File: src/rtl/qmult_rr_arbiter.sv
// qmult_rr_arbiter: round-robin arbiter sharing one 2-stage Q-format signed multiplier between requesters.
// Define QMULT_ARB_SATURATE_EN to clamp overflowing results instead of wrapping.
module qmult_rr_arbiter #(
    parameter int NUM_REQ         = 4,
    parameter int INTEGER_BITS    = 8,
    parameter int FRACTIONAL_BITS = 24,
    parameter int DATA_WIDTH      = INTEGER_BITS + FRACTIONAL_BITS,
    parameter int ID_WIDTH        = $clog2(NUM_REQ)
) (
    input  logic                          clk_i,
    input  logic                          rst_ni,
    input  logic [NUM_REQ-1:0]            req_valid_i,
    output logic [NUM_REQ-1:0]            req_ready_o,
    input  logic [NUM_REQ*DATA_WIDTH-1:0] req_a_i,
    input  logic [NUM_REQ*DATA_WIDTH-1:0] req_b_i,
    output logic                          rsp_valid_o,
    input  logic                          rsp_ready_i,
    output logic [ID_WIDTH-1:0]           rsp_id_o,
    output logic [DATA_WIDTH-1:0]         rsp_data_o,
    output logic                          busy_o
);
    localparam int PW = 2 * DATA_WIDTH;

    logic [ID_WIDTH-1:0]   ptr;
    logic                  s1_valid;
    logic [PW-1:0]         s1_prod;
    logic [ID_WIDTH-1:0]   s1_id;
    logic                  stall;
    logic                  s1_accept;
    logic                  grant_any;
    logic [ID_WIDTH-1:0]   grant_id;
    logic [ID_WIDTH-1:0]   cand;
    logic [DATA_WIDTH-1:0] op_a;
    logic [DATA_WIDTH-1:0] op_b;
    logic [PW-1:0]         prod;
    logic [PW-1:0]         sum;
    logic [DATA_WIDTH-1:0] result;

    assign stall     = rsp_valid_o && !rsp_ready_i;
    // S1 can take a new operand when it is empty or when it drains into S2 this cycle
    assign s1_accept = rst_ni && (!s1_valid || !stall);
    assign busy_o    = s1_valid || rsp_valid_o;

    // Scan from the farthest offset down so the first valid requester at or after ptr wins
    always_comb begin
        grant_any = 1'b0;
        grant_id  = '0;
        cand      = '0;
        for (int i = NUM_REQ - 1; i >= 0; i--) begin
            cand = ID_WIDTH'((int'(ptr) + i) % NUM_REQ);
            if (req_valid_i[cand]) begin
                grant_any = 1'b1;
                grant_id  = cand;
            end
        end
    end

    assign req_ready_o = (grant_any && s1_accept) ? NUM_REQ'(1) << grant_id : '0;
    assign op_a = req_a_i[int'(grant_id) * DATA_WIDTH +: DATA_WIDTH];
    assign op_b = req_b_i[int'(grant_id) * DATA_WIDTH +: DATA_WIDTH];
    assign prod = $signed({{DATA_WIDTH{op_a[DATA_WIDTH-1]}}, op_a})
                * $signed({{DATA_WIDTH{op_b[DATA_WIDTH-1]}}, op_b});
    assign sum  = s1_prod + (PW'(1) << (FRACTIONAL_BITS - 1));

`ifdef QMULT_ARB_SATURATE_EN
    logic signed [PW-1:0] sh;
    logic                 ovf;
    // Bits above the result's sign bit must all match it, otherwise the value does not fit
    assign sh     = $signed(sum) >>> (DATA_WIDTH + FRACTIONAL_BITS - 1);
    assign ovf    = !(sh == '0 || sh == '1);
    assign result = !ovf ? DATA_WIDTH'(sum >> FRACTIONAL_BITS)
                  : sum[PW-1] ? {1'b1, {(DATA_WIDTH-1){1'b0}}} : {1'b0, {(DATA_WIDTH-1){1'b1}}};
`else
    assign result = DATA_WIDTH'(sum >> FRACTIONAL_BITS);
`endif

    always_ff @(posedge clk_i) begin
        if (!rst_ni) begin
            ptr         <= '0;
            s1_valid    <= 1'b0;
            s1_prod     <= '0;
            s1_id       <= '0;
            rsp_valid_o <= 1'b0;
            rsp_id_o    <= '0;
            rsp_data_o  <= '0;
        end else begin
            if (s1_accept) begin
                s1_valid <= grant_any;
                if (grant_any) begin
                    s1_prod <= prod;
                    s1_id   <= grant_id;
                    ptr     <= ID_WIDTH'((int'(grant_id) + 1) % NUM_REQ);
                end
            end
            if (!stall) begin
                rsp_valid_o <= s1_valid;
                if (s1_valid) begin
                    rsp_data_o <= result;
                    rsp_id_o   <= s1_id;
                end
            end
        end
    end
endmodule
File: config.mk
export PLATFORM = sky130hd
export DESIGN_NAME = qmult_rr_arbiter
export DESIGN_NICKNAME = d
export VERILOG_FILES = /design/src/rtl/qmult_rr_arbiter.sv
export SDC_FILE = /design/constraint.sdc
export NUM_CORES = 2
export LEC_CHECK = 0
export ABC_AREA = 1
export CORE_MARGIN = 8
export CORE_UTILIZATION = 35
export CTS_CLUSTER_DIAMETER = 30
export CTS_CLUSTER_SIZE = 24
export DETAILED_ROUTE_END_ITERATION = 8
export PLACE_DENSITY_LB_ADDON = 0.12
export SLEW_MARGIN = 15
export SYNTH_ARGS = -nofsm -noshare
export SYNTH_HDL_FRONTEND = slang
export SYNTH_SLANG_ARGS = --single-unit
export TNS_END_PERCENT = 1
File: constraint.sdc
create_clock -name clk_i -period 8.4 [get_ports clk_i]
set_input_delay 0.84 -clock clk_i [delete_from_list [all_inputs] [get_ports clk_i]]
set_output_delay 0.84 -clock clk_i [all_outputs]
set_load 0.005 [all_outputs]
* Word-level counts from Yosys, hierarchy flattened *
Cells that the tools add are included.
W data, S select, Z words.

cells by class
  add/subtract/negate cells = 5
  multiply operators = 1
  magnitude comparators = 4
  shift operators = 3
  mux-type cells = 17
  bitwise gates (word level) = 1
  reductions and logical operators = 10

operators with widths
  cell                      count
  $shiftx A128 B8 Y32       2
  $add A56 B24 Y56 const B  1
  $mul A32 B32 Y56          1
  $lt A2 B3 Y1 const B      4
  $bmux W1 S2               4
  $mux W1                   8
  $mux W2                   4
  $add A2 B1 Y2 const B     2
  $add A2 B2 Y2 const B     2
  $mux W4                   1
  $reduce_and A2 Y1         2
  $shl A1 B2 Y4 const A     1
  $logic_and A1 B1 Y1       3
  $logic_not A1 Y1          3
  $logic_or A1 B1 Y1        2
  $not A1 Y1                1

storage, ports and cells
  bits in registers = 96
  bits of input ports = 263
  output and inout bits = 40

* Logic depth before layout (Yosys ltp) *
  word-level depth = 9
  depth in mapped cells = 51
  depth with buffers taken out = 46

* Least setup slack after synthesis *
OpenSTA, ideal clock, no wires.

  kind = input to register
  start = in req_valid_i[0]
  end = reg s1_prod[46]
  library setup time = 0.115 ns
  arrival = 8.707 ns
  required time = 8.285 ns
  setup slack = -0.422 ns
  cell stages on the path = 44
  path through = inv_1 > o21ai_0 > nand2_1 > nand2_1 > inv_2 > nand2_2 > nand2_4 > nand2_4 > buf_8 > buf_6 > buf_2 > clkbuf_1 > o21ai_0 > o21a_1 > inv_2 > buf_2 > nand2_1 > fa_1 > [8 not listed] > fa_1 > fa_1 > fa_1 > inv_1 > ha_1 > a21oi_1 > inv_1 > a31oi_1 > inv_1 > a21oi_1 > o21ai_0 > a221oi_1 > nand2_1 > nand3_1 > nand2_1 > xor2_1 > o21ai_0 > inv_1

between the ends
  cells in the longest elaborated chain, start to end = 8
  elaborated cells between the ends (all ways) = 20

RTL lines
  what                                    line    RTL
  from (decl)                             12      input logic [NUM_REQ-1:0] req_valid_i,
  $bmux W1 S2                             51      if (req_valid_i[cand]) begin
  $mux W1 (not written as such)           51
  $mux W2 (4 in series)                   51
  $shiftx A128 B8 Y32 (on tied branches)  59, 60
  $mul A32 B32 Y56                        62      * $signed({{DATA_WIDTH{op_b[DATA_WIDTH-1]}}, op_b});
  to (signal assigned)                    90      s1_prod <= prod;
  to (decl)                               26      logic [PW-1:0] s1_prod;

Several ways; a longest one is shown, not always the timed one. The select of a mux whose other input is x is not followed.
A chain may end at the register's enable or synchronous reset.

* Final worst setup path *
  start = in req_valid_i[3]
  end = reg s1_prod[40]

Same word-level chain as after synthesis.

==> out/metrics.csv <==
metric,value,unit
post-layout net count,7192,
Final ANT Viol Nets,0,
Final setup viols,33,
Clock Pin Slew Worst Setup and Hold Paths,0.06,ns
crit path launch type,primary input,
Final Skew,0.00712,ns
first-pass GRT wire length,241,mm
Fin Setup TNS,-29.22,ns
DR pass1 iterations,5,
CTS buffer count,9,
post-route clock period utilization,112,%
Die Span Y,350,um
fin cells,7266,
CTS Sinks,73,
row cnt,122,
area growth from synthesis to layout,32.1,%
failing checks,setup timing,
syn nets,6349,
crit-path leading delay family,adder cells,
largest net degree at the start of global routing,54,
number of synthesized register bits,73,
dpl cells,7203,
Final Wtd Congestion,0.947,
Placeable Area,111000,um2
Critical path origin,req_valid_i[3],
initial DRC count,2427,
ys async rst share,0,%
slowest CP cell,fa_1,
vias in the first global route,37900,
FMAX,0.106,GHz
Worst-Margin Slew,0.794,ns
dpl ws,-1.77,ns
relative slew slack,46.4,%
commonest cells in the netlist,"1188 x inv_1, 982 x fa_1, 853 x nand2_1",
Via-to-Cell Ratio,4.82,
max-slew violations,0,
top-count cell post-synth,inv_1,
Die Area,123000,um2
"Warnings, synthesis",0,
Max H-tree Level,3,
vias after detailed routing,35100,
Synth Cell Area,39100,um2
fin worst setup slack,-1.04,ns
number of synthesized flops with an enable pin,0,
drt total wl,160,mm
Worst Path Buf+Inv,14,
Horiz. Die Dim,350,um
Yosys top cell area share,50.3,%
Global Route Usage Sum,26.3,%
Crit path arrival time,9.72,ns
WL per Instance,22.0,um
worst r2r src,ptr[0],
max_cap viols,0,
Synth area leader,fa_1,
Storage cell area,1460,um2
Avg Inst Size Synth,7.93,um2
worst-path fanout max,15,
root buf cell,clkbuf_16,
CTS Buffer Depth,2,
max incr delay on CP,0.60,ns
Overflow after GRT,0,
initial core utilization,35.3,%
I/O Buffers,302,
final hold viol count,0,
CP Capture Type,flip-flop,
DRC viols,0,
synth top area cells,"fa_1 50%, inv_1 11%, nand2_1 8.2%",
Hold WC Path Type,flip-flop to flip-flop,
critical path class,primary input to flip-flop,
worst skew pair latency,0.33,ns
Netlist cell types,53,
status,"finished, violations left",
Post-synth top flop,dfxtp_1,
Hold WS,0.483,ns
multi-input logic area,33000,um2
share of cells above drive strength 1,19.1,%
RSZ-0062 raised after global routing,true,
synthesized instance count,4928,
Detailed Place HPWL,139,mm
boundary pin count,303,
Final Critical Period,9.44,ns
initial antenna violation count,4,
sequential-to-total area share from yosys stat,3.74,%
Fillers,11100,
CTS tree,built,
"Data required, critical path",8.68,ns
Hold Crit Start,rsp_data_o[0],
final timing paths:
| check | endpoint | slack [ns] | cells past startpoint |
|---|---|---|---|
| hold reg to reg | rsp_data_o[0] | 0.48 | 2 |
| setup reg to reg | s1_prod[51] | -0.54 | 45 |
| setup / recovery | s1_prod[40] | -1.04 | 40 |
| hold / removal | rsp_data_o[0] | 0.48 | 2 |
worst min-delay path: stages, from the launching register on:
cell     delay, ns
dfxtp_1       0.32
nor2_1        0.05
nor2_1        0.08
state kept, by name, indices dropped and copies added (netlist names):
name / cells
ptr: 2
rsp_data_o: 32
rsp_id_o: 2
rsp_valid_o: 1
s1_id: 2
s1_prod: 33
s1_valid: 1
per-layer routing:
layer	global-route usage, %	wire length (um)	vias to the layer above
met3	3.09	9480	175
met5	0	13	-
li1	-	-	15900
met2	44.9	76500	1036
met1	35.4	68300	17900
met4	7.27	5640	2
timing repair:
| item | in CTS | in global routing |
|---|---|---|
| endpoints found under the setup margin | 33 | 33 |
| pin swaps | 39 | 78 |
| setup buffers | 23 | 19 |
| gates resized for setup | 144 | 164 |
| gates cloned | 1 | 2 |
| hold buffers | 0 | 0 |
cells by family (layout without fill, tap and decap cells):
group                      after synthesis  after routing  synth area share [%]
buffers and inverters                 1452           2300                  14.5
DFF                                     73             73                  3.74
AOI/OAI and AO/OA                      405            405                  6.12
adders and majority gates             1158           1158                  55.9
and+or+nand+nor                       1782           1782                  18.4
other                                    0              2                     0
xor gates and xnor gates                58             58                  1.30
placed cells by master (no fill, tap or decap), types with 22 or more instances in the layout:
cell	instances
clkdlybuf4s50_1	302
inv_1	1164
buf_4	613
dfxtp_1	73
xor2_1	40
o21ai_1	43
ha_1	156
fa_1	944
o21ai_0	116
nand3b_1	22
nand2_2	34
fa_2	38
buf_12	114
nand3_1	101
nor2_1	644
nor2_2	41
a21oi_2	30
inv_2	38
a21oi_1	71
o211ai_1	45
or2_2	30
o21a_1	38
nand2_1	826
metrics by stage:
stage               area (um2)  util (%)
floorplan                39700         -
global placement         49700      44.9
detailed placement       49700      44.9
CTS                      50900      46.0
global route             51600      46.7
finish                   51600      46.7
final cells by class:
| class | instances | area share [%] |
|---|---|---|
| multi-input cells | 3403 | 64.0 |
| repair buffers | 1054 | 19.8 |
| inverters | 1230 | 9.07 |
| well taps | 1488 | 3.61 |
| flip-flops and latches | 73 | 2.83 |
| clock buffers | 10 | 0.463 |
| clock inverters | 6 | 0.204 |
| diodes | 2 | 0.00969 |
Power is not shown: default switching activity piles up to over one toggle a cycle in this logic, so the estimate is an artifact.
